### src/rtl/div_neg_cell.sv
// div_neg_cell: conditional two's-complement negator bit (XOR then half adder).
module div_neg_cell (
  input  logic a,
  input  logic inv,
  input  logic cin,
  output logic sum,
  output logic cout
);
  logic x;
  always_comb begin
    x    = a ^ inv;
    sum  = x ^ cin;
    cout = x & cin;
  end
endmodule

### src/rtl/div_bitslice.sv
// div_bitslice: one bit of a bit-serial divider datapath; N slices abut to form an N-bit divider.
module div_bitslice (
  input  logic Clock,
  input  logic nReset,
  input  logic Test,
  input  logic SDI,
  input  logic Operand1,
  input  logic Operand2,
  input  logic INV_OP1,
  input  logic INV_OP2,
  input  logic OP1_INV_Cin,
  input  logic OP2_INV_Cin,
  output logic OP1_INV_Cout,
  output logic OP2_INV_Cout,
  input  logic DIVL_P,
  input  logic LOAD_DIVL,
  output logic DIVL_1,
  input  logic DIVH_P,
  input  logic LOAD_DIVH,
  output logic DIVH_1,
  output logic DIVH_0,
  input  logic DIVH_0_P,
  input  logic ACC_Cin,
  output logic ACC_Cout,
  input  logic LOAD_ACC,
  input  logic STORE_ACC,
  input  logic INV_REM,
  input  logic ACC_INV_Cin,
  output logic ACC_INV_Cout,
  input  logic STORE_REM,
  output logic Remainder,
  input  logic RESULT_P,
  input  logic RESULT_nP_0,
  output logic RESULT_1,
  input  logic INV_RESULT,
  input  logic RESULT_INV_Cin,
  output logic RESULT_INV_Cout,
  input  logic STORE_QUOT,
  output logic Quotient
);
  logic ACC_Q, divl_q, divh_q, result_q, quot_q, rem_q;
  logic acc_d, divl_d, divh_d, result_d, quot_d, rem_d;
  logic op1_sum, op2_sum, rem_sum, res_sum, acc_s;
  div_neg_cell u_op1 (.a(Operand1), .inv(INV_OP1), .cin(OP1_INV_Cin), .sum(op1_sum), .cout(OP1_INV_Cout));
  div_neg_cell u_op2 (.a(Operand2), .inv(INV_OP2), .cin(OP2_INV_Cin), .sum(op2_sum), .cout(OP2_INV_Cout));
  div_neg_cell u_rem (.a(ACC_Q), .inv(INV_REM), .cin(ACC_INV_Cin), .sum(rem_sum), .cout(ACC_INV_Cout));
  div_neg_cell u_res (.a(result_q), .inv(INV_RESULT), .cin(RESULT_INV_Cin), .sum(res_sum), .cout(RESULT_INV_Cout));
  // Test muxes come first so scan overrides every load select and enable
  always_comb begin
    acc_s    = ACC_Q ^ DIVH_0_P ^ ACC_Cin;
    ACC_Cout = (ACC_Q & DIVH_0_P) | (ACC_Q & ACC_Cin) | (DIVH_0_P & ACC_Cin);
    acc_d    = Test ? SDI : STORE_ACC ? (LOAD_ACC ? op1_sum : acc_s) : ACC_Q;
    divl_d   = Test ? ACC_Q : LOAD_DIVL ? op1_sum : DIVL_P;
    divh_d   = Test ? divl_q : LOAD_DIVH ? op2_sum : DIVH_P;
    result_d = Test ? divh_q : RESULT_nP_0 ? 1'b0 : RESULT_P;
    quot_d   = Test ? result_q : STORE_QUOT ? res_sum : quot_q;
    rem_d    = Test ? quot_q : STORE_REM ? rem_sum : rem_q;
  end
  always_ff @(posedge Clock or negedge nReset) begin
    if (!nReset) begin
      ACC_Q    <= 1'b0;
      divl_q   <= 1'b0;
      divh_q   <= 1'b0;
      result_q <= 1'b0;
      quot_q   <= 1'b0;
      rem_q    <= 1'b0;
    end else begin
      ACC_Q    <= acc_d;
      divl_q   <= divl_d;
      divh_q   <= divh_d;
      result_q <= result_d;
      quot_q   <= quot_d;
      rem_q    <= rem_d;
    end
  end
  assign DIVL_1    = divl_q;
  assign DIVH_1    = divh_q;
  assign DIVH_0    = ~divh_q;
  assign RESULT_1  = result_q;
  assign Quotient  = quot_q;
  assign Remainder = rem_q;
endmodule

### config.mk
export PLATFORM = sky130hd
export DESIGN_NAME = div_bitslice
export DESIGN_NICKNAME = d
export VERILOG_FILES = /design/src/rtl/div_neg_cell.sv /design/src/rtl/div_bitslice.sv
export SDC_FILE = /design/constraint.sdc
export NUM_CORES = 1
export LEC_CHECK = 0
export ABC_CLOCK_PERIOD_IN_PS = 1800
export CAP_MARGIN = 30
export CORE_MARGIN = 1
export CORE_UTILIZATION = 31
export CTS_BUF_LIST = sky130_fd_sc_hd__clkbuf_8
export DETAILED_ROUTE_END_ITERATION = 10
export PLACE_DENSITY = 0.91
export SETUP_SLACK_MARGIN = 0.15
export SYNTH_ARGS = -nofsm -noshare
export SYNTH_HDL_FRONTEND = slang
export SYNTH_SLANG_ARGS = --single-unit
### constraint.sdc
create_clock -name Clock -period 1.8 [get_ports Clock]
set_input_delay 0.54 -clock Clock [delete_from_list [all_inputs] [get_ports Clock]]
set_output_delay 0.54 -clock Clock [all_outputs]
set_load 0.05 [all_outputs]
After elaboration in Yosys (flattened, before gate mapping)
Index checks and enable logic that the tools add are counted.
{"block": "word_totals", "ff_bits": 6, "inputBits": 26, "output_inout_bits": 11, "wordCells": 42}
{"block": "classes", "mux": 13, "n_bitwise": 20, "reduce_logical": 3}
{"cell": "1-bit 2-to-1 mux", "count": 13}
{"cell": "1-bit bitwise XOR", "count": 10}
{"cell": "1-bit AND", "count": 7}
{"cell": "2-bit nonzero test", "count": 3}
{"cell": "1-bit bitwise OR", "count": 2}
{"cell": "1-bit NOT", "count": 1}

Longest topological paths before layout
Gate-level depths: netlist of the first run.
{"block": "depth", "ltp_word": 5, "ltp_mapped": 4, "mapped_depth_nobuf": 4}

Hierarchy
A second synthesis of the first run with hierarchy kept.
{"block": "hier_totals", "hier_cells": 37, "area_unflattened_um2": 395.4}
{"mod": "div_bitslice", "n_inst": 1, "cells_per_inst": 29, "area_each_um2": 310.3, "seq_area_each_um2": 150.1}
{"mod": "div_neg_cell", "n_inst": 4, "cells_per_inst": 2, "area_each_um2": 21.3, "seq_area_each_um2": 0.0}

Least setup slack after synthesis of the first run
No wires, ideal clock.
{"block": "synth_path", "kind": "register to output", "from": "reg result_q, in the netlist RESULT_1", "to": "out RESULT_INV_Cout", "arrival_time_ns": 1.283, "required_time_ns": 1.260, "slack_ns": -0.023, "stages_incl_launch_ff": 3, "path_cell_list": "dfrtp_1 -> xor2_1 -> ha_1"}
{"block": "synth_via", "elab_chain_cells": 2}
{"item": "from (decl)", "line_no": "div_bitslice.sv:41", "source": "logic ACC_Q, divl_q, divh_q, result_q, quot_q, rem_q;"}
{"item": "from (signal assigned)", "line_no": "div_bitslice.sv:71", "source": "result_q <= result_d;"}
{"item": "1-bit bitwise XOR", "line_no": "div_neg_cell.sv:11", "source": "x = a ^ inv;"}
{"item": "1-bit AND", "line_no": "div_neg_cell.sv:13", "source": "cout = x & cin;"}
{"item": "to (decl)", "line_no": "div_bitslice.sv:37", "source": "output logic RESULT_INV_Cout,"}
No other way between the ends.

Final worst setup path of the first run
{"block": "layout_path", "from": "in INV_OP2", "to": "out OP2_INV_Cout"}
{"block": "layout_via", "elab_chain_cells": 2}
{"item": "from (decl)", "line_no": "div_bitslice.sv:10", "source": "input logic INV_OP2,"}
{"item": "1-bit bitwise XOR", "line_no": "div_neg_cell.sv:11"}
{"item": "1-bit AND", "line_no": "div_neg_cell.sv:13"}
{"item": "to (decl)", "line_no": "div_bitslice.sv:14", "source": "output logic OP2_INV_Cout,"}
No other way between the ends.

==> results of run 1 <==
cell usage after synthesis:
cell type / instances
dfrtp_1: 6
nand2_1: 6
mux2i_1: 5
o21ai_0: 5
ha_1: 4
xor2_1: 4
buf_6: 1
fa_1: 1
inv_1: 1
nand2b_1: 1
o211ai_2: 1
or2b_1: 1
or3b_1: 1
per-layer routing:
layer / track usage / vias to the layer above / share of wire
met1: 0.1882 / 202 / 0.31
met3: 0.08721 / 5 / 0.095
met2: 0.3941 / 25 / 0.57
met5: 0 / - / 0
li1: - / 210 / -
met4: 0.09821 / 0 / 0.020
sequential cells by signal, indices dropped and copies added, names as in the netlist:
name,flops
Quotient,1
Remainder,1
DIVH_1,1
ACC_Q,1
RESULT_1,1
DIVL_1,1
metrics by stage:
step	instance area [µm²]	utilization
floorplan	415.4	-
global placement	862.1	0.7457
detailed placement	862.1	0.7457
CTS	902.1	0.7803
global route	928.4	0.8030
finish	928.4	0.8030
cell families (layout without fill, tap and decap cells):
family / after synthesis / after routing / synth area share
compound gates: 6 / 6 / 0.09315
xor+xnor: 4 / 4 / 0.08695
buf+inv: 2 / 43 / 0.03726
fa+ha+maj: 5 / 5 / 0.1739
flops: 6 / 6 / 0.3727
simple gates: 9 / 9 / 0.1118
mux: 5 / 5 / 0.1242
timing repair:
action / in CTS / in global routing
setup buffers: 2 / 0
resized for setup: 42 / 4
hold buffers: 0 / 0
pin swaps: 8 / 6
setup endpoints to repair: 7 / 5
endpoints found under the hold margin: 0 / 0
layout make-up:
cell class,count,share of cell area
clock buffer,3,0.04447
inverter,1,0.004043
multi-input combinational,29,0.2776
sequential,6,0.1644
tap,14,0.01887
timing repair buffer,39,0.4906
worst register-to-register path: stages, from the launching register on:
cell and delay (ns):
dfrtp_2 0.42, fa_2 0.52, mux2i_1 0.07, o211ai_2 0.15
how the worst max path moves through the flow:
stage                      end  slack [ns]  depth (start not counted)
3_3_place_gp          ACC_Cout       -0.28                          3
4_1_cts        RESULT_INV_Cout        0.08                          3
5_1_grt           ACC_INV_Cout        0.04                          3
2_1_floorplan  RESULT_INV_Cout        0.09                          2
3_5_place_dp      OP2_INV_Cout       -0.29                          4
6_report          OP2_INV_Cout        0.08                          4
power by group through the flow:
| stage | sequential, W | combinational, W | clock (W) |
|---|---|---|---|
| 3_5_place_dp | 0.000178 | 0.000358 | 0 |
| 5_1_grt | 0.000178 | 0.000391 | 0.000218 |
| 3_3_place_gp | 0.000176 | 0.000347 | 0 |
| 4_1_cts | 0.000174 | 0.000369 | 0.000215 |
| 2_1_floorplan | 0.000229 | 0.000122 | 0 |
| 6_report | 0.000174 | 0.000369 | 0.000209 |
placed cells by master, fill, tap and decap left out:
cell type and n:
clkdlybuf4s50_1 13, buf_12 8, nand2_1 6, buf_6 6, o21ai_0 5, mux2i_1 5, buf_4 5, dfrtp_1 4
ha_2 4, dlygate4sd2_1 4, xor2_1 3, clkbuf_8 3, dfrtp_2 2, buf_2 2, inv_1 1, nand2b_1 1
or2b_1 1, or3b_1 1, o211ai_2 1, xor2_2 1, fa_2 1, buf_8 1
==> results.md, run 1 <==
- Run status: complete, no violations
- Number of cell rows: 12
- Peak supply drop: 0.4479 mV
- Cell with the biggest individual delay on the critical path: ha_2
- Number of levels in the clock H-tree: 1
- Starting density of the core: 0.3485
- Most area-hungry cell type in the Yosys netlist: dfrtp_1
- Clock period minus final worst setup slack: 1.717 ns
- RSZ-0062 raised after global routing: true
- Root buffer cell: clkbuf_8
- Count of final hold-check violations: 0
- Antenna Diode Count: 0
- Buffer depth of the longest clock path: 2
- Post-route total power: 0.0007522 W
- Crit path buffers/inverters: 2
- IO Pins: 37
- Cells after DPL: 87
- Worst hold path type: reg2reg
- Count of max-cap constraint violations: 0
- Max-Slew Margin vs Limit: 0.8092
- Detail-routed via count per cell: 4.804
- Leakage power figure: 0.4291 nW
- Clock input transition at the sequential cells of the worst setup and hold paths: 0.04 ns
- Category of the worst setup path launch point: input port
- Total number of vias: 442
- Reg2reg end: ACC_Q
- All-Layer GR Usage: 0.2096
- Proportion of netlist area held by the largest area contributor: 0.3727
- Area growth from synthesis to layout: 130.4%
- Comb pwr share: 0.491
- Worst slack after detailed placement: -0.2943 ns
- Wire length of the first global-routing pass: 1932 µm
- Crit path from: INV_OP2
- Tcrit/Tclk final: 0.9541
- Startpoint of the worst hold path: DIVL_1
- Pin count of the biggest net entering global routing: 10
- Worst setup path category: in2out
- Cell types with the largest area share after synthesis: dfrtp_1 37%, ha_1 12%, mux2i_1 12%
- First DRT Iteration DRCs: 2
- Worst reg2reg path depth: 3
- Number of warnings reported in the yosys synthesis log: 0
- Biggest fanout along the worst timing path: 1
- Initial antenna violation count: 0
- Total Die Area: 1448 µm²
- Register bit count reported by yosys: 6
- Number of global-route vias before repair: 464
- Fillcell total: 81
- Post-synthesis cell type count: 13
- Sw Pwr: 0.0002655 W
- Measured slew at the worst slew-check pin: 0.2853 ns
- Highest cell delay on the worst timing path: 0.23 ns
- Area taken by multi-input logic gates: 257.7 µm²
- Sinks on Clock Net: 6
- Final Non-Filler Cells: 92
- Clock group share of total power: 0.277
- Setup slack after layout: 0.08255 ns
- Total area of sequential cells: 152.6 µm²
- Launch instance of the worst register-to-register path: ACC_Q
- Core Region: 1156 µm²
- Sequential-to-total area share from yosys stat: 0.3727
- Switching part of the total power: 0.3529
- Source-to-sink clock delay at the later pin of the worst-skew pair: 0.23 ns
- First-pass iteration count of the detailed router: 2
- R2R setup slack: 0.55 ns
- Ordered list of cells on the worst path: buf_2, xor2_1, ha_2, buf_12
- Sequential group share of total power: 0.232
- Power Dens Cells: 810.2 nW/µm²
- Finish-stage setup viols: 0
- Mapped Cells: 37
- Endpoint kind of the worst setup timing path: output pin
- Synth Cell Area: 402.9 µm²
- Post-synth net total: 68
- DR DRC count: 0
- Number of nets in the layout: 111
- Mean area per synthesized cell: 10.89 µm²
- Final weighted congestion in routability-driven placement: 0.6978
- Cell type group with the largest total delay on the critical path: buffers and inverters
- Pins Over Slew Limit: 0
- Floorplan die width: 38.05 µm
- WL final: 1225 µm
- WP data required: 1.26 ns
- Hold depth: 2
- Total internal power: 0.0004867 W
- Clock tree from TritonCTS: yes
- CTS Buf Count: 3
- Arrival time at the worst endpoint: 1.18 ns
- Setup TNS after final layout: 0 ns
- Global-route congestion overflow total: 0
- Post-route clock skew: 0.002926 ns
- Min-Delay Endpoint: DIVH_1
- Post-detailed-route wirelength per cell: 13.32 µm
- WHS: 0.5437 ns
- Post-route antenna net violation count: 0
- Die Ht: 38.05 µm
- Proportion of layout cells with a drive suffix above 1: 0.4359
- Count of input and output buffers: 36
- F_max: 582.3 MHz
(Power assumes the default switching activity.)
==> run 2: changes to the inputs <==
ABC_CLOCK_PERIOD_IN_PS = 1600   (was 1800)
TNS_END_PERCENT = 20   (was unset)
clock period = 1.6 ns   (was 1.8 ns; I/O delays follow)
==> run 2 against run 1 <==
Against the previous run:
- register-to-register slack got worse by 0.26 ns
- clock skew grew 0.0032 ns
- cell count is the same
- the run now ends with negative setup slack left
- clock-buffer cell count did not move
- critical path type is now reg2out
- clock power increased by 17%
==> results.md, run 2 (same netlist as run 1, synthesis figures left out) <==
- Run status: finished, violations left
- Violations in the final reports: negative setup slack
- All-Layer GR Usage: 0.1948
- Detail-routed via count per cell: 4.739
- Endpoint kind of the worst setup timing path: output pin
- Comb pwr share: 0.490
- Pins Over Slew Limit: 0
- Count of input and output buffers: 36
- Worst hold path type: in2async
- Source-to-sink clock delay at the later pin of the worst-skew pair: 0.23 ns
- Tcrit/Tclk final: 1.038
- Wire length of the first global-routing pass: 1842 µm
- Cell area after layout: 942.2 µm²
- Proportion of layout cells with a drive suffix above 1: 0.4103
- First DRT Iteration DRCs: 6
- Clock period minus final worst setup slack: 1.661 ns
- Final weighted congestion in routability-driven placement: 0.6908
- Post-route antenna net violation count: 0
- Global-route congestion overflow total: 0
- Setup slack after layout: -0.06124 ns
- Leakage power figure: 0.4341 nW
- First-pass iteration count of the detailed router: 4
- Count of max-cap constraint violations: 0
- F_max: 602.0 MHz
- Clock input transition at the sequential cells of the worst setup and hold paths: 0.04 ns
- Count of hold buffers inserted by post-cts repair: 0
- Max-Slew Margin vs Limit: 0.8070
- Starting density of the core: 0.3485
- Die Ht: 38.05 µm
- Total number of vias: 436
- Placed Area: 883.3 µm²
- Sequential group share of total power: 0.233
- Post-route clock skew: 0.006122 ns
- Biggest fanout along the worst timing path: 3
- RSZ-0062 raised after global routing: true
- Clock group share of total power: 0.277
- IO Pins: 37
- Number of levels in the clock H-tree: 1
- WL final: 1222 µm
- Antenna Diode Count: 0
- DR DRC count: 0
- Clock tree from TritonCTS: yes
- Root buffer cell: clkbuf_8
- Buffer depth of the longest clock path: 2
- Total Die Area: 1448 µm²
- Sw Pwr: 0.0003128 W
- Initial antenna violation count: 0
- Finish-stage setup viols: 3
- Worst slack after detailed placement: -0.4071 ns
- CTS Buf Count: 3
- Most frequent cells in the layout: 13 x clkdlybuf4s50_1, 10 x buf_12, 6 x nand2_1, 5 x o21ai_0, 5 x mux2i_1
- Area growth from synthesis to layout: 133.9%
- Measured slew at the worst slew-check pin: 0.2886 ns
- Pin count of the biggest net entering global routing: 10
- Switching part of the total power: 0.3550
- Post-detailed-route wirelength per cell: 13.28 µm
- Number of global-route vias before repair: 446
- Category of the worst setup path launch point: flop
- Power Dens Cells: 935.1 nW/µm²
- Core Region: 1156 µm²
- Number of cell rows: 12
- Number of nets in the layout: 110
- Peak supply drop: 0.7092 mV
- Total internal power: 0.0005682 W
- Floorplan die width: 38.05 µm
- Arrival time at the worst endpoint: 1.18 ns
- Worst setup path category: reg2out
- WP data required: 1.12 ns
- Count of final hold-check violations: 0
- Sinks on Clock Net: 6
- Setup TNS after final layout: -0.1530 ns
- Most common cell after layout, fill and taps aside: clkdlybuf4s50_1
- Post-route core utilization: 0.8149
==> run 2: worst paths after layout <==
| check | from | to | slack (ns) | cells after the start |
|---|---|---|---|---|
| max | ACC_Q | ACC_Cout | -0.06 | 2 |
| min | nReset | DIVL_1 | 0.50 | 1 |
| max reg2reg | ACC_Q | ACC_Q | 0.29 | 3 |
| min reg2reg | DIVH_1 | RESULT_1 | 0.56 | 2 |
| max in group asynchronous | nReset | RESULT_1 | 0.86 | 1 |
| min in group Clock | DIVH_1 | RESULT_1 | 0.56 | 2 |
==> run 2: power by group through the flow <==
stage	Combinational, W	Sequential [W]	Clock [W]
6_report	0.000431	0.000205	0.000244
3_3_place_gp	0.000410	0.000204	0
2_1_floorplan	0.000134	0.000258	0
3_5_place_dp	0.000420	0.000207	0
5_1_grt	0.000454	0.000209	0.000248
4_1_cts	0.000430	0.000205	0.000244
==> run 2: worst max-delay path, cell delays in order (launching register included) <==
cell     delay [ns]
dfrtp_2        0.44
fa_2           0.35
buf_8          0.16
==> run 2: final cells by class <==
cell class,instances,area (µm²)
clock inverter,1,3.754
clock buffer,3,41.29
tap,14,17.52
sequential,6,152.6
multi-input combinational,29,257.7
inverter,1,3.754
timing repair buffer,38,465.4
fill,70,214.0
==> run 2: timing repair <==
action / CTS / global route
pin swaps: 8 / 9
hold endpoints to repair: 0 / 0
setup endpoints to repair: 10 / 5
setup buffers: 0 / 1
resized for setup: 38 / 4
==> run 2: layer usage <==
metal	global-route usage	routed length, µm	up-vias
met5	0	0	-
met4	0.1339	32	0
met3	0.02907	73	4
met2	0.3686	664	25
met1	0.1882	452	200
li1	-	-	207
==> run 2: through the flow <==
stage                     power (W)  std cells  hold slack, ns
final                     0.0008810         92          0.4980
after global routing      0.0009107         92          0.5304
after CTS                 0.0008785         91          0.5019
after detailed placement  0.0006261         87          0.5520
after global placement    0.0006135         87          0.5246
after floorplan           0.0003926         37          0.1844
==> run 3: changes to the inputs <==
CORE_MARGIN = 3   (was 1)
RECOVER_POWER = 50   (was unset)
==> run 3 against run 2 <==
Against the previous run:
- utilization is 1.5 points lower
- sequential share of layout area grew 0.31 points
- routed wire length down 2.2%
- die area up 22%
- critical endpoint unchanged
- critical path type unchanged
- cell count unchanged
- the run still ends with negative setup slack left
- power fell by 3.2%
- worst hold slack worse by 0.012 ns
- sequential power about the same
- first-iteration DRC count fell by 67%
- sequential cell count is the same
==> results.md, run 3 (same netlist as run 1, synthesis figures left out) <==
- Run status: finished, violations left
- Violations in the final reports: negative setup slack
- First-pass iteration count of the detailed router: 4
- Count of final hold-check violations: 0
- Cell type group with the largest total delay on the critical path: flip-flops
- Clock period minus final worst setup slack: 1.665 ns
- Reg2reg end: ACC_Q
- Most frequent cells in the layout: 12 x clkdlybuf4s50_1, 9 x buf_12, 6 x nand2_1, 5 x o21ai_0, 5 x mux2i_1
- IO Pins: 37
- Finish-stage setup viols: 3
- Worst hold path type: reg2reg
- Hold depth: 2
- Placed wire-length estimate after detailed placement: 1026 µm
- Total number of vias: 422
- F_max: 600.5 MHz
- WL final: 1195 µm
- WP data required: 1.12 ns
- DR DRC count: 0
- Worst reg2reg path depth: 3
- Root buffer cell: clkbuf_8
- Cell with the biggest individual delay on the critical path: dfrtp_2
- Most common cell after layout, fill and taps aside: clkdlybuf4s50_1
- Antenna Diode Count: 0
- Core Region: 1156 µm²
- Max-Slew Margin vs Limit: 0.7738
- First DRT Iteration DRCs: 2
- Total Die Area: 1768 µm²
- Post-route total power: 0.0008524 W
- Floorplan die width: 42.05 µm
- Global-route congestion overflow total: 0
- Clock tree from TritonCTS: yes
- Post-route clock skew: 0.004965 ns
- Starting density of the core: 0.3485
- Tcrit/Tclk final: 1.041
- Pins Over Slew Limit: 0
- Min-Delay Endpoint: DIVH_1
- Number of cell rows: 12
- Count of input and output buffers: 36
- Worst setup path category: reg2out
- Proportion of layout cells with a drive suffix above 1: 0.4103
- Buffer depth of the longest clock path: 2
- Detail-routed via count per cell: 4.587
- Crit path buffers/inverters: 1
- Area growth from synthesis to layout: 129.5%
- Biggest fanout along the worst timing path: 4
- Clock input transition at the sequential cells of the worst setup and hold paths: 0.04 ns
- Launch instance of the worst register-to-register path: ACC_Q
- Leakage power figure: 0.4249 nW
- Post-route antenna net violation count: 0
- Cell area after layout: 924.6 µm²
- RSZ-0062 raised after global routing: true
- Ordered list of cells on the worst path: fa_2, buf_8
- All-Layer GR Usage: 0.1465
- Power Dens Cells: 921.9 nW/µm²
- R2R setup slack: 0.32 ns
- Sinks on Clock Net: 6
- Endpoint kind of the worst setup timing path: output pin
- Number of levels in the clock H-tree: 1
- Final weighted congestion in routability-driven placement: 0.7095
- Number of global-route vias before repair: 466
- Startpoint of the worst hold path: DIVL_1
- Setup slack after layout: -0.06540 ns
- Arrival time at the worst endpoint: 1.19 ns
- Fillcell total: 74
- Measured slew at the worst slew-check pin: 0.3393 ns
- Pin count of the biggest net entering global routing: 10
- Setup TNS after final layout: -0.1695 ns
- Initial antenna violation count: 0
- Peak supply drop: 0.4945 mV
- Die Ht: 42.05 µm
- Highest cell delay on the worst timing path: 0.44 ns
- Placed Area: 883.3 µm²
- Count of max-cap constraint violations: 0
- Wire length of the first global-routing pass: 1994 µm
- Category of the worst setup path launch point: flop
- Post-detailed-route wirelength per cell: 12.99 µm
- Number of nets in the layout: 110
- CTS Buf Count: 3
- Source-to-sink clock delay at the later pin of the worst-skew pair: 0.23 ns
## run 3: routing by layer
metal	GRT usage	share of wire
met1	0.1455	0.33
met2	0.2747	0.56
met3	0.07725	0.11
met4	0.01863	0
met5	0	0
## run 3: repair_timing
action	4_1_cts	5_1_grt
endpoints found under the setup margin	10	5
pin swaps	8	1
hold buffers	0	0
gates resized for setup	41	1
buffers inserted	0	1
## run 3: stage by stage
stage               setup slack, ns  hold WS [ns]  instances    util
finish                     -0.06540        0.4859         92  0.7998
global route               -0.09466        0.5555         92  0.7998
global placement            -0.3588        0.5246         87  0.7641
CTS                        -0.07501        0.5029         91  0.8030
detailed placement          -0.4196        0.5522         87  0.7641
floorplan                   0.04312        0.1844         37       -
## run 3: tightest hold or removal path, delay by kind of cell, from the launching register on
family	cells	cell delay (ns)
AO/OA/AOI/OAI	1	0.06
flip-flops	1	0.33
AND/OR/NAND/NOR	1	0.05
## run 3: layout make-up
type,instances,area (µm²),share of cell area
well taps,14,17.52,0.01894
repair buffers,38,440.4,0.4763
flip-flops and latches,6,152.6,0.1651
inverters,1,3.754,0.004060
multi-input cells,29,265.3,0.2869
clock buffers,3,41.29,0.04465
clock inverters,1,3.754,0.004060
## run 3: how the worst max path moves through the flow
| stage | start | to | slack [ns] | cells past startpoint |
|---|---|---|---|---|
| 5_1_grt | ACC_Q | ACC_Cout | -0.09 | 2 |
| 3_5_place_dp | INV_REM | ACC_INV_Cout | -0.42 | 4 |
| 4_1_cts | ACC_Q | ACC_Cout | -0.08 | 2 |
| 3_3_place_gp | DIVH_0_P | ACC_Cout | -0.36 | 3 |
| 2_1_floorplan | Operand2 | OP2_INV_Cout | 0.04 | 2 |
| 6_report | ACC_Q | ACC_Cout | -0.07 | 2 |
## run 3: report_power, final
group | leakage (nW) | total (W) | internal, W | switching (W)
Clock | 0.0269 | 0.000236 | 0.000165 | 0.0000712
Sequential | 0.0717 | 0.000203 | 0.000176 | 0.0000269
Combinational | 0.326 | 0.000413 | 0.000211 | 0.000202
Total | 0.425 | 0.000852 | 0.000552 | 0.000300
